**src/rtl/lsu_ctrl.sv**
```systemverilog
// Load/store control stage: turns an execute-stage memory instruction into one
// valid/ready data-bus transaction and returns the extended load result.
module lsu_ctrl #(
  parameter int WIDTH   = 32,
  parameter int TIMEOUT = 16
) (
  input  logic             clk,
  input  logic             rst_n,
  input  logic             req_valid,
  input  logic             req_write,
  input  logic [2:0]       funct3,
  input  logic [WIDTH-1:0] addr,
  input  logic [WIDTH-1:0] wdata,
  output logic             stall,
  output logic             done,
  output logic [WIDTH-1:0] rdata,
  output logic             misalign,
  output logic             fault,
  output logic             mem_valid,
  output logic             mem_we,
  output logic [WIDTH-1:0] mem_addr,
  output logic [3:0]       mem_be,
  output logic [WIDTH-1:0] mem_wdata,
  input  logic             mem_ready,
  input  logic [WIDTH-1:0] mem_rdata
);

  typedef enum logic {IDLE, BUS} state_e;

  localparam logic [7:0] TO_LIMIT = 8'(TIMEOUT);

  function automatic logic [3:0] byte_en(input logic [1:0] sz, input logic [1:0] off);
    case (sz)
      2'b00:   byte_en = 4'b0001 << off;
      2'b01:   byte_en = 4'b0011 << off;
      default: byte_en = 4'b1111;
    endcase
  endfunction

  function automatic logic [31:0] lane_data(input logic [1:0] sz, input logic [31:0] d);
    case (sz)
      2'b00:   lane_data = {4{d[7:0]}};
      2'b01:   lane_data = {2{d[15:0]}};
      default: lane_data = d;
    endcase
  endfunction

  // funct3[2] selects zero extension; funct3[1:0] selects access size.
  function automatic logic [31:0] load_ext(input logic [2:0] f3, input logic [1:0] off,
                                           input logic [31:0] w);
    logic [7:0]  b;
    logic [15:0] h;
    b = w[{off, 3'b000} +: 8];
    h = w[{off[1], 4'b0000} +: 16];
    case (f3[1:0])
      2'b00:   load_ext = f3[2] ? {24'd0, b} : {{24{b[7]}}, b};
      2'b01:   load_ext = f3[2] ? {16'd0, h} : {{16{h[15]}}, h};
      default: load_ext = w;
    endcase
  endfunction

  state_e      state_q, state_d;
  logic        done_q, done_d, misalign_q, misalign_d, fault_q, fault_d;
  logic        mem_valid_q, mem_valid_d, mem_we_q, mem_we_d;
  logic [31:0] mem_addr_q, mem_addr_d, mem_wdata_q, mem_wdata_d, rdata_q, rdata_d;
  logic [3:0]  mem_be_q, mem_be_d;
  logic [2:0]  f3_q, f3_d;
  logic [1:0]  off_q, off_d;
  logic [7:0]  cnt_q, cnt_d;
  logic        legal, misal;

  assign legal = (funct3 == 3'b000) || (funct3 == 3'b001) || (funct3 == 3'b010) ||
                 (!req_write && ((funct3 == 3'b100) || (funct3 == 3'b101)));
  assign misal = ((funct3[1:0] == 2'b01) && addr[0]) ||
                 ((funct3[1:0] == 2'b10) && (addr[1:0] != 2'b00));

  always_comb begin
    state_d     = state_q;
    done_d      = 1'b0;
    misalign_d  = 1'b0;
    fault_d     = 1'b0;
    mem_valid_d = mem_valid_q;
    mem_we_d    = mem_we_q;
    mem_addr_d  = mem_addr_q;
    mem_be_d    = mem_be_q;
    mem_wdata_d = mem_wdata_q;
    rdata_d     = rdata_q;
    f3_d        = f3_q;
    off_d       = off_q;
    cnt_d       = cnt_q;
    case (state_q)
      IDLE: begin
        // The completion pulse cycle is excluded so the same instruction is not reissued.
        if (req_valid && !(done_q || misalign_q || fault_q)) begin
          if (!legal) begin
            fault_d = 1'b1;
          end else if (misal) begin
            misalign_d = 1'b1;
          end else begin
            state_d     = BUS;
            mem_valid_d = 1'b1;
            mem_we_d    = req_write;
            mem_addr_d  = {addr[31:2], 2'b00};
            mem_be_d    = byte_en(funct3[1:0], addr[1:0]);
            mem_wdata_d = req_write ? lane_data(funct3[1:0], wdata) : 32'd0;
            f3_d        = funct3;
            off_d       = addr[1:0];
            cnt_d       = 8'd0;
          end
        end
      end
      BUS: begin
        if (mem_ready) begin
          state_d     = IDLE;
          mem_valid_d = 1'b0;
          done_d      = 1'b1;
          rdata_d     = mem_we_q ? 32'd0 : load_ext(f3_q, off_q, mem_rdata);
          cnt_d       = 8'd0;
        end else if (cnt_q + 8'd1 == TO_LIMIT) begin
          state_d     = IDLE;
          mem_valid_d = 1'b0;
          fault_d     = 1'b1;
          cnt_d       = 8'd0;
        end else begin
          cnt_d = cnt_q + 8'd1;
        end
      end
      default: state_d = IDLE;
    endcase
  end

  always_ff @(posedge clk or negedge rst_n) begin
    if (!rst_n) begin
      state_q     <= IDLE;
      done_q      <= 1'b0;
      misalign_q  <= 1'b0;
      fault_q     <= 1'b0;
      mem_valid_q <= 1'b0;
      mem_we_q    <= 1'b0;
      mem_addr_q  <= 32'd0;
      mem_be_q    <= 4'd0;
      mem_wdata_q <= 32'd0;
      rdata_q     <= 32'd0;
      f3_q        <= 3'd0;
      off_q       <= 2'd0;
      cnt_q       <= 8'd0;
    end else begin
      state_q     <= state_d;
      done_q      <= done_d;
      misalign_q  <= misalign_d;
      fault_q     <= fault_d;
      mem_valid_q <= mem_valid_d;
      mem_we_q    <= mem_we_d;
      mem_addr_q  <= mem_addr_d;
      mem_be_q    <= mem_be_d;
      mem_wdata_q <= mem_wdata_d;
      rdata_q     <= rdata_d;
      f3_q        <= f3_d;
      off_q       <= off_d;
      cnt_q       <= cnt_d;
    end
  end

  assign stall     = req_valid & ~(done_q | misalign_q | fault_q);
  assign done      = done_q;
  assign misalign  = misalign_q;
  assign fault     = fault_q;
  assign rdata     = rdata_q;
  assign mem_valid = mem_valid_q;
  assign mem_we    = mem_we_q;
  assign mem_addr  = mem_addr_q;
  assign mem_be    = mem_be_q;
  assign mem_wdata = mem_wdata_q;

endmodule

```
**config.mk**
```make
export PLATFORM = sky130hd
export DESIGN_NAME = lsu_ctrl
export DESIGN_NICKNAME = d
export VERILOG_FILES = /design/src/rtl/lsu_ctrl.sv
export SDC_FILE = /design/constraint.sdc
export NUM_CORES = 1
export LEC_CHECK = 0
export CORE_MARGIN = 4
export CORE_UTILIZATION = 45
export CTS_CLUSTER_DIAMETER = 100
export DETAILED_ROUTE_END_ITERATION = 16
export GPL_TIMING_DRIVEN = 1
export PLACE_DENSITY = 0.81
export SLEW_MARGIN = 40
export SYNTH_ARGS = -nofsm -noshare
export SYNTH_HDL_FRONTEND = slang
export SYNTH_SLANG_ARGS = --single-unit
```
**constraint.sdc**
```tcl
create_clock -name clk -period 2.1 [get_ports clk]
set_input_delay 0.42 -clock clk [delete_from_list [all_inputs] [get_ports clk]]
set_output_delay 0.42 -clock clk [all_outputs]
set_load 0.005 [all_outputs]
```
==> flow_summary.toml <==
[outcome]
status = "finished, final reports clean"

[sta]
skew_ps = 3.33
setup_viol = 0
final.period_utilization_pct = 97.1
max_slew_margin_pct = 46.6
hold_viol = 0
max_slew.worst_pin.slew_ps = 801
finalCriticalPeriod_ps = 2040
rsz0062_at_grt = "no"
fmax_mhz = 490
slew_violations = 0

[pwr]
powerDensity_nw_per_um2 = 1150
p_leak_nw = 3.97
power_mw = 9.95
peakVddDrop_mv = 0.687

[setup_path]
path_cells = "clkdlybuf4s50_1"
path_max_fanout = 11
path_delay_family = "flip-flops"
crit_cells = 1
cp.required_ps = 1680
cp_num_buf_inv = 1
worstSetupEndpointType = "primary output"
r2r-start = "off_q[1]"
slowest_delay_ps = 620
rrSetupSlack_ps = 240
ff2ff_path_depth = 5
cp_slowest_cell = "dfrtp_1"
path_class = "flop to primary output"
start_kind = "flop"
reg2reg_to = "rdata[20]"
arrival_ps = 1620
startpoint = "mem_we"
endpoint = "mem_we"

[clock_network]
cts-buffers-inserted = 17
holdBufCountCts = 0
clkTransAtPathRegs_ps = 50
cts_buffer_depth = 2
root_buffer = "clkbuf_16"
insertion_delay_ps = 410
cts_num_sinks = 117
ctsHtreeMaxLevel = 4
cts_tree = "done"

[synth]
syn_avg_cell_area_um2 = 9.42
syn_inst = 598
yosysUniqueCellTypes = 51
synth_edf_count = 0
synth.yosys.warnings = 0
async_reset_ff_share_pct = 100
yosysSeqAreaShare_pct = 52.0
syn_area_um2 = 5630
synth_flop_cell = "dfrtp_1"
synth_seq_cells = 117

[grt]
antenna_found_initial = 0
grt_usage_pct = 25.4
grt_pass1_wl_um = 28800
grt_pass1_vias = 5684
overflow = 0
grt_max_degree = 46

[route]
wire_per_inst_um = 18.0
initialDrtViolationCount = 402
vias = 5375
ant_nets = 0
totalWireLength_um = 17900
viasPerCell = 5.42
drc = 0
drtPass1Iterations = 5

[flow_run]
cap_violations = 0

[final_layout]
register_area_um2 = 2930
diodes = 0
final_util_pct = 71.4
drive_gt1_share_pct = 12.7
syn2layout_area_growth_pct = 53.5
final_nets = 918
nFillCells = 900
multi_input_comb_area_um2 = 2500

[floorplanning]
die_area_um2 = 14400
core_area_um2 = 12100
start_util_pct = 46.5
num_rows = 40
chipWidth_um = 120
top_level_ports = 210
die_h_um = 120

[placed_design]
port_buffers = 207
dp_hpwl_um = 13200
gp_congestion = 0.925

[hold_path]
hold_path.class = "primary input to asynchronous set/reset pin"
==> cell type report <==
type / instances / area share [%]
sequential: 117 / 33.9
multi-input combinational: 435 / 28.9
timing repair buffer: 238 / 27.5
clock buffer: 21 / 5.44
tap: 168 / 2.43
clock inverter: 10 / 1.77
inverter: 3 / 0.130
==> kinds of logic (layout without fill, tap and decap cells) <==
logic type | count (synthesis) | in the layout | synth area share (%)
AND/OR/NAND/NOR | 310 | 310 | 23.7
flip-flops | 117 | 117 | 52.0
AO/OA/AOI/OAI | 79 | 79 | 11.4
buffers and inverters | 47 | 272 | 4.07
multiplexers | 40 | 40 | 8.02
adder cells (fa/ha/maj) | 2 | 2 | 0.444
XOR/XNOR | 2 | 2 | 0.311
other | 1 | 2 | 0.0666
==> timing repair <==
action                                  CTS  global route
setup buffers                             0             0
endpoints found under the setup margin    1             0
gates resized for setup                   2             0
==> cell usage in the layout, fill, tap and decap left out, types with 3 or more instances in the layout <==
cell type and n:
buf_12 6, o21ai_1 3, mux2_2 31, dfrtp_1 117, clkbuf_16 17, o41ai_1 9
o21ai_0 14, bufinv_16 4, clkbuf_8 3, nand2b_1 18, buf_4 26, a221o_1 16
clkinv_2 5, o31ai_1 4, inv_1 3, o2111ai_1 8, nand3_1 29, clkdlybuf4s50_1 205
nor2_1 27, mux2i_1 8, nor2b_1 4, nand2_1 215, a21oi_1 3, a32o_1 8
==> worst reg2reg max path, delay by kind of cell (launching register included) <==
kind / cells / cell delay [ps]
simple gates: 1 / 70
flops: 1 / 390
buf+inv: 1 / 220
mux: 1 / 240
compound gates: 2 / 870
==> per-stage QoR <==
step / hold WS (ps) / TNS, ps / instances / setup slack [ps] / instance area, µm²
final: 6.04 / 0 / 992 / 60.7 / 8650
after global routing: 46.3 / 0 / 992 / 4.39 / 8650
after CTS: 16.4 / 0 / 992 / 42.0 / 8650
after detailed placement: 452 / -7300 / 961 / -180 / 8020
after global placement: 439 / -3420 / 961 / -69.3 / 8020
after floorplan: 124 / 0 / 599 / 479 / 5640
==> worst min-delay path by stage <==
stage / from / depth (start not counted) / slack, ps / endpoint
final: rst_n / 1 / 6 / rdata[13]
after global routing: rst_n / 1 / 50 / rdata[28]
after CTS: rst_n / 1 / 20 / rdata[27]
after global placement: rst_n / 1 / 440 / rdata[29]
after detailed placement: rst_n / 1 / 450 / rdata[27]
after floorplan: rst_n / 0 / 120 / cnt_q[0]
==> sequential cells by signal, indices dropped and copies added (netlist names) <==
| signal | cells |
|---|---|
| off_q | 2 |
| misalign | 1 |
| rdata | 32 |
| cnt_q | 8 |
| mem_be | 4 |
| fault | 1 |
| mem_addr | 30 |
| done | 1 |
| mem_wdata | 32 |
| state_q | 1 |
| f3_q | 3 |
| mem_we | 1 |
| mem_valid | 1 |
==> layer usage <==
layer | track usage (%) | routed length (µm)
met1 | 29.5 | 6790
met5 | 0 | 0
met2 | 41.4 | 8710
met3 | 9.80 | 1730
met4 | 12.2 | 619
==> synth_stat cells, drive strengths merged, types with 3 or more instances <==
master | number | area [µm²]
inv | 3 | 11.3
o2111ai | 9 | 85.1
o41ai | 9 | 78.8
clkbuf | 16 | 61.3
nand2 | 216 | 813
dfrtp | 117 | 2930
o31ai | 4 | 30.0
mux2i | 8 | 80.1
nor2b | 4 | 25.0
nand2b | 19 | 121
a21oi | 4 | 23.8
mux2 | 31 | 349
nor2 | 29 | 124
a32o | 8 | 80.1
nand3 | 29 | 145
o21ai | 18 | 90.1
buf | 28 | 156
a221o | 16 | 160
==> where the power goes <==
group / total, mW / internal (mW) / switching [mW]
clock network: 3.06 / 2.06 / 1.00
registers: 3.51 / 2.99 / 0.512
logic: 3.38 / 2.04 / 1.34
No activity file was read; power rests on OpenSTA's default activity.
